--- config.mk ---
export PLATFORM = sky130hd
export DESIGN_NAME = cfs_apb_master
export DESIGN_NICKNAME = d
export VERILOG_FILES = /design/src/rtl/cfs_apb_master.sv
export SDC_FILE = /design/constraint.sdc
export NUM_CORES = 1
export LEC_CHECK = 0
export ABC_AREA = 1
export BUFFER_PORTS_ARGS = -buffer_cell sky130_fd_sc_hd__buf_2
export CAP_MARGIN = 5
export CORE_UTILIZATION = 40
export CTS_BUF_LIST = sky130_fd_sc_hd__clkbuf_2 sky130_fd_sc_hd__clkbuf_4 sky130_fd_sc_hd__clkbuf_8
export DETAILED_ROUTE_END_ITERATION = 10
export HOLD_SLACK_MARGIN = 0.08
export PLACE_DENSITY_LB_ADDON = 0.2
export SETUP_SLACK_MARGIN = 0.15
export SKIP_CTS_REPAIR_TIMING = 1
export SYNTH_ARGS = -nofsm -noshare
export SYNTH_HDL_FRONTEND = slang
export SYNTH_SLANG_ARGS = --single-unit
--- constraint.sdc ---
create_clock -name pclk -period 5.7 [get_ports pclk]
set_clock_uncertainty 0.15 [all_clocks]
set_input_delay 0.285 -clock pclk [delete_from_list [all_inputs] [get_ports pclk]]
set_output_delay 0.285 -clock pclk [all_outputs]
set_load 0.05 [all_outputs]
--- src/rtl/cfs_apb_master.sv ---
// APB requester: single command port to APB SETUP/ACCESS transfers, one transfer in flight.
// Optional ACCESS-phase timeout abort enabled by defining CFS_APB_MASTER_TIMEOUT_EN.
module cfs_apb_master #(
    parameter int APB_ADDR_WIDTH = 16,
    parameter int TIMEOUT_CYCLES = 255,
    localparam int APB_DATA_WIDTH = 32
) (
    input  logic                      pclk,
    input  logic                      preset,
    input  logic                      cmd_valid,
    output logic                      cmd_ready,
    input  logic                      cmd_write,
    input  logic [APB_ADDR_WIDTH-1:0] cmd_addr,
    input  logic [APB_DATA_WIDTH-1:0] cmd_wdata,
    output logic                      rsp_valid,
    input  logic                      rsp_ready,
    output logic [APB_DATA_WIDTH-1:0] rsp_rdata,
    output logic                      rsp_slverr,
    output logic                      rsp_timeout,
    output logic [APB_ADDR_WIDTH-1:0] paddr,
    output logic                      pwrite,
    output logic                      psel,
    output logic                      penable,
    output logic [APB_DATA_WIDTH-1:0] pwdata,
    input  logic                      pready,
    input  logic [APB_DATA_WIDTH-1:0] prdata,
    input  logic                      pslverr
);

    typedef enum logic [1:0] {IDLE, SETUP, ACCESS, RESP} state_t;

    state_t state;

`ifdef CFS_APB_MASTER_TIMEOUT_EN
    localparam int CW_RAW = $clog2(TIMEOUT_CYCLES + 1);
    localparam int CW     = (CW_RAW < 8) ? 8 : ((CW_RAW > 16) ? 16 : CW_RAW);

    logic [CW-1:0] wait_cnt;
    logic          timeout_hit;

    // Counts consecutive ACCESS cycles without pready; the limit-th wait aborts.
    always_ff @(posedge pclk or posedge preset) begin
        if (preset) begin
            wait_cnt <= '0;
        end else if (state == SETUP) begin
            wait_cnt <= '0;
        end else if (state == ACCESS && !pready) begin
            wait_cnt <= wait_cnt + 1'b1;
        end
    end

    assign timeout_hit = (state == ACCESS) && (wait_cnt == CW'(TIMEOUT_CYCLES - 1));
`else
    logic unused_timeout_cfg;
    assign unused_timeout_cfg = ^TIMEOUT_CYCLES;
    assign rsp_timeout        = 1'b0;
`endif

    always_ff @(posedge pclk or posedge preset) begin
        if (preset) begin
            state      <= IDLE;
            cmd_ready  <= 1'b0;
            psel       <= 1'b0;
            penable    <= 1'b0;
            paddr      <= '0;
            pwrite     <= 1'b0;
            pwdata     <= '0;
            rsp_valid  <= 1'b0;
            rsp_rdata  <= '0;
            rsp_slverr <= 1'b0;
`ifdef CFS_APB_MASTER_TIMEOUT_EN
            rsp_timeout <= 1'b0;
`endif
        end else begin
            case (state)
                IDLE: begin
                    if (cmd_valid && cmd_ready) begin
                        state     <= SETUP;
                        cmd_ready <= 1'b0;
                        psel      <= 1'b1;
                        paddr     <= cmd_addr;
                        pwrite    <= cmd_write;
                        pwdata    <= cmd_write ? cmd_wdata : '0;
                    end else begin
                        cmd_ready <= 1'b1;
                    end
                end
                SETUP: begin
                    state   <= ACCESS;
                    penable <= 1'b1;
                end
                ACCESS: begin
                    // pready on the limit edge still counts as a normal completion.
                    if (pready) begin
                        state      <= RESP;
                        psel       <= 1'b0;
                        penable    <= 1'b0;
                        rsp_valid  <= 1'b1;
                        rsp_rdata  <= pwrite ? '0 : prdata;
                        rsp_slverr <= pslverr;
`ifdef CFS_APB_MASTER_TIMEOUT_EN
                        rsp_timeout <= 1'b0;
                    end else if (timeout_hit) begin
                        state       <= RESP;
                        psel        <= 1'b0;
                        penable     <= 1'b0;
                        rsp_valid   <= 1'b1;
                        rsp_rdata   <= '0;
                        rsp_slverr  <= 1'b1;
                        rsp_timeout <= 1'b1;
`endif
                    end
                end
                RESP: begin
                    if (rsp_ready) begin
                        state     <= IDLE;
                        rsp_valid <= 1'b0;
                        cmd_ready <= 1'b1;
                    end
                end
                default: state <= IDLE;
            endcase
        end
    end

endmodule
==> reports/metrics.cfg <==
[floorplan]
initial_core_util=0.413
die_x_um=96.9
num_rows=34
ios=174
die_area_mm2=0.00939
fp.dieH_um=96.9
core_area_mm2=0.00872

[setup_path]
timing.critical_path.to_type=register
cp.arrival_ps=2960
worstPathCellList=inv_1, ha_1, inv_2, nor2_4, inv_2, nand2_1, nand2_1
crit_family=simple AND/OR/NAND/NOR gates
path_class=reg2reg
crit_path_start_kind=register
critPathMaxStageDelay_ps=830
slowest_stage=nor2_4
crit_required_ps=5780
crit_buf_inv=3
worstPathMaxFanout=52

[logic_synthesis]
ys.warnings.count=0
avgSynthCellArea_um2=8.83
synth_most_common_cell=nand2_1
synth.top_cells.by_area=dfrtp_1 61%, nand2_1 21%, nand3_1 4.9%
postSynthCellCount=408
yosysTopAreaCellShare=0.611
ys_async_sr_fraction=1.00
synth_top_cell_by_area=dfrtp_1
synth_edf_count=0
syn-num-nets=501
yosys_register_bits=88
synthTopCellsByCount=199 x nand2_1, 88 x dfrtp_1, 35 x nand3_1, 35 x o21ai_0, 11 x inv_1
seq_area_frac_synth=0.611
yosys.cell_types.count=18
synthFlopType=dfrtp_1
syn_area_mm2=0.00360

[routing]
ant_nets=0
drc_errors=0
first_pass_iters=4
routedWlPerCell_um=13.1
routed_wl_mm=9.94
vias_per_cell=4.66
drt_iter0_markers=103
vias=3550

[timing]
worstMarginPinSlew_ps=1090
period_minus_slack_ps=2880
final-hold-violation-count=0
fin_setup_tns_ps=0
setup_ws_ps=2820
finalSetupViolations=0
rsz0062_at_grt=false
max_slew_margin=0.269
slew_violations=0
fin_crit_sh=0.506
fmax_mhz=347

[clock_network]
cts_tree=built
clock_latency_ps=330
clk_pin_slew_ps=80
htree_levels=3
cts_sinks=88
clockRootBuffer=clkbuf_8
cts_buffer_depth=2
tritoncts.num_buffers=9

[layout]
antenna_cells=0
fin_util=0.626
drive_above_1_share=0.297
syn2layout_area_growth_pct=51.6
fin_area_mm2=0.00546
nets=741

[global_route]
first_global_vias=3246
antenna_found_initial=0
grt_max_degree=67
grt_pass1_wl_mm=14.8
groute.usage.overall=0.193
grt_overflow=0

[job]
drv_cap=0

[place]
portBuffers=172
placed_area_mm2=0.00448
hpwl_mm=6.12
place_ws_ps=2740
gp_congestion=0.787

[pwr]
p_comb_frac=0.557
switching_share=0.545
clockPowerShare=0.121
totalPowerFinal_mw=3.19
ir_drop_v=0.000295
switchingPower_mw=1.74
seqPwrFrac=0.322
p_per_area_mw_per_mm2=585
p_int_mw=1.45
p_leak_nw=3.08

[outcome]
run_status=completed

[min_path]
hp-class=in2reg

## registers in the layout, summed over array words and instances, names as in the netlist
signal      flops
psel            1
cmd_ready       1
state           2
pwrite          1
penable         1
paddr          16
rsp_slverr      1
rsp_rdata      32
rsp_valid       1
pwdata         32
## tightest hold or removal path, cell delays in order
cell and delay, ps:
buf_2 90, nand2_1 50, o21ai_0 70
## metrics by stage
step | hold slack [ps] | cells
floorplan | 252 | 408
CTS | -97.0 | 680
finish | 62.5 | 761
global placement | 288 | 664
detailed placement | 296 | 664
global route | 81.1 | 761
## layer usage
| metal | GRT usage | part of all wire | up-vias |
|---|---|---|---|
| met2 | 0.326 | 0.49 | 130 |
| li1 | - | - | 1749 |
| met3 | 0.0542 | 0.057 | 18 |
| met5 | 0 | 0 | - |
| met4 | 0.0677 | 0.020 | 0 |
| met1 | 0.236 | 0.43 | 1653 |
## cells by family after synthesis
kind of cell	count (synthesis)	synth area share
adders and majority gates	6	0.0208
AOI/OAI and AO/OA	38	0.0535
other	1	0.00104
and+or+nand+nor	237	0.263
buffers and inverters	38	0.0507
DFF	88	0.611
## area by class of cell
class,count,area (um2)
fill,741,3260
sequential,88,2200
timing repair buffer,254,1680
multi-input combinational,282,1220
tap,108,135
clock buffer,10,131
inverter,13,50.0
clock inverter,6,45.0
## final timing paths
kind                                 from  slack, ps            to  cells after the start
worst max-delay path             state[0]       2820     pwdata[9]                      7
worst min-delay path            prdata[0]         60  rsp_rdata[0]                      3
worst max register to register   state[0]       2820     pwdata[9]                      7
worst min register to register   paddr[1]        330      paddr[1]                      2
max in group asynchronous          preset       3900      paddr[8]                      4
min in group asynchronous          preset        460     paddr[15]                      3
## power by group through the flow
stage | sequential, mW | combinational [mW] | clock [mW]
floorplan | 1.92 | 0.452 | 0
global placement | 1.03 | 1.72 | 0
detailed placement | 1.03 | 1.74 | 0
CTS | 1.03 | 1.74 | 0.399
global route | 1.06 | 1.91 | 0.428
finish | 1.03 | 1.78 | 0.386
## layout by cell type, fill, tap and decap left out
| cell type | synthesis | routed |
|---|---|---|
| nand4_1 | 2 | 2 |
| inv_6 | 0 | 1 |
| ha_1 | 6 | 6 |
| o21bai_1 | 1 | 1 |
| dlygate4sd3_1 | 0 | 81 |
| nor2_4 | 1 | 1 |
| a21oi_1 | 2 | 2 |
| clkinv_4 | 0 | 1 |
| nand2_2 | 0 | 1 |
| nand2_1 | 199 | 198 |
| nand3_1 | 35 | 35 |
| buf_4 | 1 | 1 |
| dfrtp_1 | 88 | 88 |
| o21ai_0 | 35 | 35 |
| clkinvlp_4 | 0 | 3 |
| clkinv_2 | 0 | 2 |
| inv_2 | 2 | 2 |
| clkbuf_8 | 0 | 9 |
| conb_1 | 1 | 1 |
| buf_2 | 10 | 172 |
| clkbuf_4 | 0 | 1 |
| inv_1 | 11 | 10 |
Note: power is estimated with default switching activity, not from simulation.
